[src/rtl/random_gen_mc.sv]
// Masking-randomness source: per-bit XNOR LFSRs XORed with a hybrid 90/150 CASR, behind a
// warm-up phase and a valid/ready output register. Define RANDOM_GEN_HEALTH_EN for the repetition test.
module random_gen_mc #(
    parameter int unsigned  W         = 16,
    parameter int unsigned  LFSR_N    = 17,
    parameter logic [127:0] SEED_LFSR = 128'h5149fc7f_2ee4ce28_9689fea9_adff284c,
    parameter logic [127:0] SEED_CASR = 128'h6ce7bb42_4bb2e05f_88a74b4a_70e6e72d,
    parameter int unsigned  WARMUP    = 32,
    parameter int unsigned  REP_LIMIT = 4
) (
    input  logic         clk_i,
    input  logic         rst_ni,
    input  logic         seed_valid_i,
    output logic         seed_ready_o,
    input  logic [31:0]  seed_data_i,
    output logic [W-1:0] rand_o,
    output logic         rand_valid_o,
    input  logic         rand_ready_i,
    output logic         health_fail_o
);

    localparam int unsigned C     = W + 5;
    localparam int unsigned TAP   = (LFSR_N == 17) ? 14 : 3;
    localparam int unsigned CNT_W = (WARMUP > 1) ? $clog2(WARMUP) : 1;

    typedef enum logic {StWarmup, StRun} state_e;

    function automatic logic [LFSR_N-1:0] lfsr_init(input int unsigned i);
        logic [LFSR_N-1:0] v;
        for (int b = 0; b < LFSR_N; b++) v[b] = SEED_LFSR[(b + 17 * i) % 128];
        if (&v) v = '0;
        return v;
    endfunction

    function automatic logic [C-1:0] casr_init();
        logic [C-1:0] c;
        c = SEED_CASR[C-1:0];
        if (c == '0) c = C'(1);
        return c;
    endfunction

    function automatic logic [LFSR_N-1:0] lfsr_step(input logic [LFSR_N-1:0] v);
        return {v[LFSR_N-2:0], ~(v[LFSR_N-1] ^ v[TAP-1])};
    endfunction

    // Null boundaries fall out of the shifts; the middle cell adds itself (rule 150).
    function automatic logic [C-1:0] casr_step(input logic [C-1:0] c);
        logic [C-1:0] n;
        n = (c << 1) ^ (c >> 1);
        n[C/2] = n[C/2] ^ c[C/2];
        return n;
    endfunction

    function automatic logic [LFSR_N-1:0] seed_slice(input logic [31:0] s, input int unsigned i);
        logic [LFSR_N-1:0] r;
        for (int b = 0; b < LFSR_N; b++) r[b] = s[(b + i) % 32];
        return r;
    endfunction

    function automatic logic [C-1:0] seed_repeat(input logic [31:0] s);
        logic [C-1:0] r;
        for (int j = 0; j < C; j++) r[j] = s[j % 32];
        return r;
    endfunction

    logic [LFSR_N-1:0] lfsr_q [W];
    logic [LFSR_N-1:0] lfsr_d [W];
    logic [C-1:0]      casr_q, casr_d;
    state_e            state_q, state_d;
    logic [CNT_W-1:0]  cnt_q, cnt_d;
    logic [W-1:0]      rand_q, rand_d, word;
    logic              rand_valid_q, rand_valid_d;
    logic              seed_ready_q;
    logic              seed_fire, load, blocked;

`ifdef RANDOM_GEN_HEALTH_EN
    localparam int unsigned REP_W = (REP_LIMIT > 2) ? $clog2(REP_LIMIT) : 1;
    logic [REP_W-1:0] rep_q, rep_d;
    logic             have_prev_q, have_prev_d;
    logic             health_fail_q, health_fail_d;
    assign blocked = health_fail_q;
`else
    assign blocked = 1'b0;
`endif

    always_comb begin
        seed_fire = seed_valid_i & seed_ready_q;
        for (int i = 0; i < W; i++) begin
            lfsr_d[i] = lfsr_step(lfsr_q[i]);
            if (seed_fire) begin
                lfsr_d[i] = lfsr_d[i] ^ seed_slice(seed_data_i, i);
                if (&lfsr_d[i]) lfsr_d[i] = '0;
            end
        end
        casr_d = casr_step(casr_q);
        if (seed_fire) begin
            casr_d = casr_d ^ seed_repeat(seed_data_i);
            if (casr_d == '0) casr_d = C'(1);
        end
        for (int i = 0; i < W; i++) word[i] = lfsr_q[i][LFSR_N-1] ^ casr_q[i];

        state_d      = state_q;
        cnt_d        = cnt_q;
        rand_d       = rand_q;
        rand_valid_d = rand_valid_q;
        load         = (state_q == StRun) && (!rand_valid_q || rand_ready_i) && !blocked;
`ifdef RANDOM_GEN_HEALTH_EN
        rep_d         = rep_q;
        have_prev_d   = have_prev_q;
        health_fail_d = health_fail_q;
`endif
        unique case (state_q)
            StWarmup: begin
                if (cnt_q == CNT_W'(WARMUP - 1)) begin
                    cnt_d   = '0;
                    state_d = StRun;
                end else begin
                    cnt_d = cnt_q + CNT_W'(1);
                end
            end
            StRun: begin
                if (load) begin
                    rand_d       = word;
                    rand_valid_d = 1'b1;
`ifdef RANDOM_GEN_HEALTH_EN
                    rep_d       = (have_prev_q && word == rand_q) ? rep_q + REP_W'(1) : '0;
                    have_prev_d = 1'b1;
                    if (rep_d == REP_W'(REP_LIMIT - 1)) begin
                        health_fail_d = 1'b1;
                        rand_valid_d  = 1'b0;
                    end
`endif
                end
            end
            default: state_d = StWarmup;
        endcase

        // A handshake on the same edge has already delivered the old word; drop everything else.
        if (seed_fire) begin
            state_d      = StWarmup;
            cnt_d        = '0;
            rand_d       = rand_q;
            rand_valid_d = 1'b0;
`ifdef RANDOM_GEN_HEALTH_EN
            rep_d         = '0;
            have_prev_d   = 1'b0;
            health_fail_d = 1'b0;
`endif
        end
    end

    always_ff @(posedge clk_i) begin
        if (!rst_ni) begin
            for (int i = 0; i < W; i++) lfsr_q[i] <= lfsr_init(i);
            casr_q       <= casr_init();
            state_q      <= StWarmup;
            cnt_q        <= '0;
            rand_q       <= '0;
            rand_valid_q <= 1'b0;
            seed_ready_q <= 1'b0;
`ifdef RANDOM_GEN_HEALTH_EN
            rep_q         <= '0;
            have_prev_q   <= 1'b0;
            health_fail_q <= 1'b0;
`endif
        end else begin
            for (int i = 0; i < W; i++) lfsr_q[i] <= lfsr_d[i];
            casr_q       <= casr_d;
            state_q      <= state_d;
            cnt_q        <= cnt_d;
            rand_q       <= rand_d;
            rand_valid_q <= rand_valid_d;
            seed_ready_q <= 1'b1;
`ifdef RANDOM_GEN_HEALTH_EN
            rep_q         <= rep_d;
            have_prev_q   <= have_prev_d;
            health_fail_q <= health_fail_d;
`endif
        end
    end

    assign seed_ready_o = seed_ready_q;
    assign rand_o       = rand_q;
    assign rand_valid_o = rand_valid_q;
`ifdef RANDOM_GEN_HEALTH_EN
    assign health_fail_o = health_fail_q;
`else
    assign health_fail_o = 1'b0;
`endif

endmodule

[config.mk]
export PLATFORM = sky130hd
export DESIGN_NAME = random_gen_mc
export DESIGN_NICKNAME = d
export VERILOG_FILES = /design/src/rtl/random_gen_mc.sv
export SDC_FILE = /design/constraint.sdc
export NUM_CORES = 1
export LEC_CHECK = 0
export CAP_MARGIN = 20
export CORE_ASPECT_RATIO = 0.5
export CORE_MARGIN = 4
export CORE_UTILIZATION = 44
export CTS_CLUSTER_SIZE = 30
export DETAILED_ROUTE_END_ITERATION = 10
export HOLD_SLACK_MARGIN = 0.06
export PLACE_DENSITY = 0.68
export SYNTH_ARGS = -nofsm -noshare
export SYNTH_HDL_FRONTEND = slang
export SYNTH_SLANG_ARGS = --single-unit
[constraint.sdc]
create_clock -name clk_i -period 4.89 [get_ports clk_i]
set_input_delay 1.467 -clock clk_i [delete_from_list [all_inputs] [get_ports clk_i]]
set_output_delay 1.467 -clock clk_i [all_outputs]
set_load 0.02 [all_outputs]
==> reports/qor.yml, run 1 <==
max-slew-margin-rel: 0.2652
synth_edf_count: 0
drtAntennaViolNets: 0
synth.most_common_cell: "dfxtp_1"
yosysWarnings: 0
grtUsageTotal: 0.2408
fmax_ghz: 0.2624
sw_frac_of_total: 0.3146
synth_top_area_frac: 0.3576
fp.dieH_um: 150.0
grt_overflow: 0
nets: 2080
switching_power_mw: 2.317
cts_buffers: 31
num_antenna_cells: 0
cellPowerDensity_mw_per_mm2: 373.0
crit_fanout: 18
dp_hpwl_um: 36540
antenna_found_initial: 0
cts_resized: 0
synthCells: 2050
p_leak_nw: 7.337
firstDrtPassIters: 5
clock_power_share: 0.344
die_x_um: 292.0
worstSetupPathType: "primary input to flip-flop"
grt_pass1_vias: 14220
die_area_sq_mm: 0.04381
rows: 51
rsz0062_at_grt: "false"
port_buffers: 53
setup_viol: 0
grt_max_degree: 153
area_growth_pct: 11.27
ir_worst_vdd_mv: 0.1969
status: "complete, no violations"
gp_congestion: 0.9214
power_frac_comb: 0.223
syn-cell-area_sq_mm: 0.01775
tns_ns: 0
drive_above_1_share: 0.08567
endpoint_kind: "flip-flop"
cts_tree: "yes"
cts_sinks: 317
cts_setup_buffers: 0
synth_common_cells: "dfxtp_1, xor2_1, o21ai_0, nand2_1, clkbuf_1"
root_buffer: "clkbuf_16"
critPathLaunchType: "primary input"
synth_cell_types: 74
dp_slack_ns: 0.5709
drc: 0
hold_buffers: 0
ys_seq_elements: 317
async_flop_share: 0
vias: 15350
slowest_stage: "clkdlybuf4s50_1"
synth-main-ff-cell: "dfxtp_1"
fin_crit_sh: 0.7794
crit_arrival_ns: 4.27
worst_pin_slew_ns: 1.097
synth_top_cells_by_area: "dfxtp_1, xor2_1, xnor2_1"
yosysSeqAreaShare: 0.3576
postSynthAreaPerCell_sq_um: 8.657
cts.path.max_buffers: 3
hold_viol: 0
intPower_mw: 5.048
path_clk_slew_ns: 0.07
critPathRequiredTime_ns: 5.35
htree_levels: 1
synth_fp_nets: 2088
period_needed_ns: 3.811
coreArea_sq_mm: 0.03937
wl_per_cell_um: 20.85
drv_cap: 0
totalWireLength_um: 54130
drt_iter0_markers: 1379
start_util: 0.4508
via_per_inst: 5.913
p_seq_frac: 0.434
min_path_type: "flip-flop to flip-flop"
slew_viol_final: 0
skew_ns: 0.02262
fin_ws_ns: 1.079
pin_count: 55
slowest_delay_ns: 0.82
grt_pass1_wl_um: 83600
path_cells: "clkdlybuf4s50_1 > buf_4 > xor2_1 > nand4_1 > nor4_2 > nand3_2 > o21ai_2 > nor2_1"
synth_area_leader_cell: "dfxtp_1"
clk_latency_ns: 0.59
## through the flow
stage / hold slack (ns) / instance area, sq um / utilization / instances / power [mW]
2_1_floorplan: 0.4269 / 17750 / - / 2050 / 4.430
3_3_place_gp: 0.4439 / 18690 / 0.4746 / 2538 / 4.825
3_5_place_dp: 0.4449 / 18690 / 0.4746 / 2538 / 4.859
4_1_cts: 0.4548 / 19740 / 0.5013 / 2595 / 7.368
5_1_grt: 0.4731 / 19750 / 0.5016 / 2596 / 7.689
6_report: 0.4556 / 19750 / 0.5016 / 2596 / 7.365
## worst paths after layout
check                      start  depth (start not counted)  slack [ns]        endpoint
setup / recovery  seed_data_i[8]                          8        1.08  lfsr_q[0][103]
hold / removal     lfsr_q[0][55]                          2        0.46   lfsr_q[0][56]
setup reg to reg   lfsr_q[1][34]                          6        2.31   lfsr_q[1][35]
hold reg to reg    lfsr_q[0][55]                          2        0.46   lfsr_q[0][56]
## metal layers
layer,vias up,GRT usage,wire [um]
met5,-,0,0
met3,118,0.04642,4341
met1,7436,0.3357,24650
met4,0,0.08192,2041
met2,557,0.3748,23100
li1,7240,-,-
## sequential cells by signal, summed over array words and instances, names as in the netlist
register,cells
rand_o,16
lfsr_q,272
seed_ready_o,1
cnt_q,5
rand_valid_o,1
casr_q,21
state_q,1
## cells in the final DEF (no fill, tap or decap), drive strengths merged, types with 61 or more instances in the layout
cell type / n
o21ai: 151
xnor2: 103
nor2b: 89
nand3: 71
xor2: 293
nand2: 129
a21oi: 68
nor3: 66
nor2: 105
dfxtp: 317
nand4: 61
buf: 94
## critical path, delay by kind of cell
kind,cells,cell delay [ns]
buffers and inverters,2,1.12
XOR/XNOR,1,0.26
AND/OR/NAND/NOR,4,0.99
AO/OA/AOI/OAI,1,0.41
## final cells by class
type,instances,area [sq um]
Timing Repair Buffer,137,1192
Tap cell,530,663.1
Sequential cell,317,6346
Clock inverter,12,141.4
Inverter,13,51.30
Clock buffer,45,908.4
Multi-Input combinational cell,1542,10450
Fill cell,3639,19620
## kinds of logic (layout without fill, tap and decap cells)
family,after synthesis,after routing,synth area share
buffers and inverters,191,207,0.05471
muxes,5,5,0.002961
AOI/OAI and AO/OA,470,470,0.1786
and+or+nand+nor,668,668,0.2087
adders and majority gates,2,2,0.001410
other,1,1,0.0002113
DFF,317,317,0.3576
xor gates and xnor gates,396,396,0.1959
## power groups by stage
stage / logic (mW) / clock network [mW] / registers [mW]
final: 1.64 / 2.53 / 3.19
after floorplan: 1.28 / 0 / 3.15
after global placement: 1.59 / 0 / 3.24
after detailed placement: 1.62 / 0 / 3.24
after CTS: 1.63 / 2.55 / 3.19
after global routing: 1.80 / 2.66 / 3.23
No activity file was read; power rests on OpenSTA's default activity.
==> inputs of run 2 (changes only) <==
--- a/config.mk
+++ b/config.mk
@@ -12,7 +12,7 @@
 export CTS_CLUSTER_SIZE = 30
 export DETAILED_ROUTE_END_ITERATION = 10
 export HOLD_SLACK_MARGIN = 0.06
-export PLACE_DENSITY = 0.68
+export PLACE_DENSITY = 0.71
 export SYNTH_ARGS = -nofsm -noshare
 export SYNTH_HDL_FRONTEND = slang
 export SYNTH_SLANG_ARGS = --single-unit
==> constraint.sdc (replaced) <==
create_clock -name clk_i -period 3.1 [get_ports clk_i]
set_input_delay 0.93 -clock clk_i [delete_from_list [all_inputs] [get_ports clk_i]]
set_output_delay 0.93 -clock clk_i [all_outputs]
set_load 0.02 [all_outputs]
==> reports/qor.yml, run 2 (synthesis gave the netlist of run 1 again) <==
drc: 0  # unchanged
largest_register_ff_count: 272  # unchanged
num_antenna_cells: 0  # unchanged
start_util: 0.4508  # unchanged
skew_ns: 0.02556  # +0.002932 ns
cts_buffers: 34  # +9.7%
setup_viol: 0  # unchanged
largest-register: "lfsr_q"
nets: 2208  # +6.2%
status: "complete, no violations"
worstSetupPathType: "primary input to flip-flop"
drive_above_1_share: 0.1374  # +0.05171
period_needed_ns: 2.745
dp_slack_ns: -0.1597  # -0.7306 ns
area_growth_pct: 18.87
hold_buffers: 0  # unchanged
dp_hpwl_um: 37940  # +3.8%
path_clk_slew_ns: 0.06  # about the same
die_x_um: 292.0  # unchanged
cts_tree: "yes"
firstDrtPassIters: 5  # unchanged
cts_resized: 0  # unchanged
coreArea_sq_mm: 0.03937  # unchanged
via_per_inst: 5.864  # -0.83%
max-slew-margin-rel: 0.5173  # +0.2522
slew_viol_final: 0  # unchanged
ir_worst_vdd_mv: 0.3690  # +87%
dp_cells: 2664  # +5.0%
clk_latency_ns: 0.55  # -0.04 ns
totalWireLength_um: 54670  # +0.99%
die_area_sq_mm: 0.04381  # unchanged
fmax_ghz: 0.3644
rows: 51  # unchanged
cts_sinks: 317  # unchanged
drv_cap: 0  # unchanged
endpoint_kind: "flip-flop"
post-route-util: 0.5358  # +0.03423
grt_overflow: 0  # unchanged
fin_ws_ns: 0.3554  # -0.7232 ns
most-common-layout-cells: "dfxtp_1, xor2_1, buf_4"
critPathLaunchType: "primary input"
critPathRequiredTime_ns: 3.52  # -1.83 ns
crit_arrival_ns: 3.16  # -1.11 ns
fp.dieH_um: 150.0  # unchanged
htree_levels: 2  # +1
grt_pass1_wl_um: 84740  # +1.4%
tns_ns: 0  # unchanged
cts_setup_buffers: 0  # unchanged
wl_per_cell_um: 20.09  # -3.6%
grtUsageTotal: 0.2424  # +0.001528
min_path_type: "flip-flop to flip-flop"
pin_count: 55  # unchanged
gp_congestion: 0.8756  # -5.0%
grt_max_degree: 109  # -29%
root_buffer: "clkbuf_16"
grt_pass1_vias: 15360  # +8.0%
drt_iter0_markers: 1330  # -3.6%
port_buffers: 53  # unchanged
antenna_found_initial: 0  # unchanged
drtAntennaViolNets: 0  # unchanged
worst_pin_slew_ns: 0.7240  # -0.3731 ns
final_cell_count_no_fill: 2721  # +4.8%
crit_fanout: 11  # -7
fin_crit_sh: 0.8853
vias: 15960  # +3.9%
hold_viol: 0  # unchanged
layout_commonest_cell: "dfxtp_1"
cts.path.max_buffers: 3  # unchanged
p_leak_nw: 8.093  # +10%
rsz0062_at_grt: "false"
cellPowerDensity_mw_per_mm2: 570.5  # +53%
hold_slack_ns: 0.4593  # +0.003643 ns
==> run 2: layout make-up <==
type | count | area [sq um]
well taps | 530 | 663.1
flip-flops and latches | 317 | 6346
clock buffers | 52 | 1062
repair buffers | 262 | 2452
inverters | 13 | 51.30
clock inverters | 5 | 75.07
multi-input cells | 1542 | 10450
fillers | 3527 | 18280
==> run 2: per-layer routing <==
layer  routed length [um]  GRT usage  part of all wire
met5                    0          0                 0
met2                24150     0.3890              0.44
met4                 2077    0.09893             0.038
met1                24300     0.3240              0.44
met3                 4132    0.04419             0.076
==> run 2: report_power, final <==
part / switching, mW / total, mW / leakage (nW) / internal [mW]
clock: 1.75 / 4.27 / 0.562 / 2.52
sequential: 0.510 / 5.03 / 2.63 / 4.52
combinational: 1.46 / 2.73 / 4.90 / 1.27
==> run 2: metrics by stage <==
step	cell area, sq um	power [mW]
CTS	21100	12.02
finish	21100	12.04
global route	21100	12.52
global placement	19960	7.717
floorplan	17750	6.987
detailed placement	19960	7.789
==> run 2: worst max-delay path, stage by stage <==
cell	delay (ns)
clkdlybuf4s50_1	0.45
buf_4	0.16
buf_4	0.24
nor2b_1	0.19
o221ai_1	0.16
nor4_2	0.18
and3_1	0.28
nor2_1	0.16
a221o_1	0.40
==> run 2: worst paths after layout <==
| check | start | to | slack (ns) | cells past startpoint |
|---|---|---|---|---|
| worst min register to register | lfsr_q[0][63] | lfsr_q[0][64] | 0.46 | 2 |
| worst max-delay path | seed_data_i[23] | lfsr_q[1][35] | 0.36 | 9 |
| worst min-delay path | lfsr_q[0][63] | lfsr_q[0][64] | 0.46 | 2 |
| worst max register to register | lfsr_q[1][16] | lfsr_q[1][0] | 0.95 | 5 |
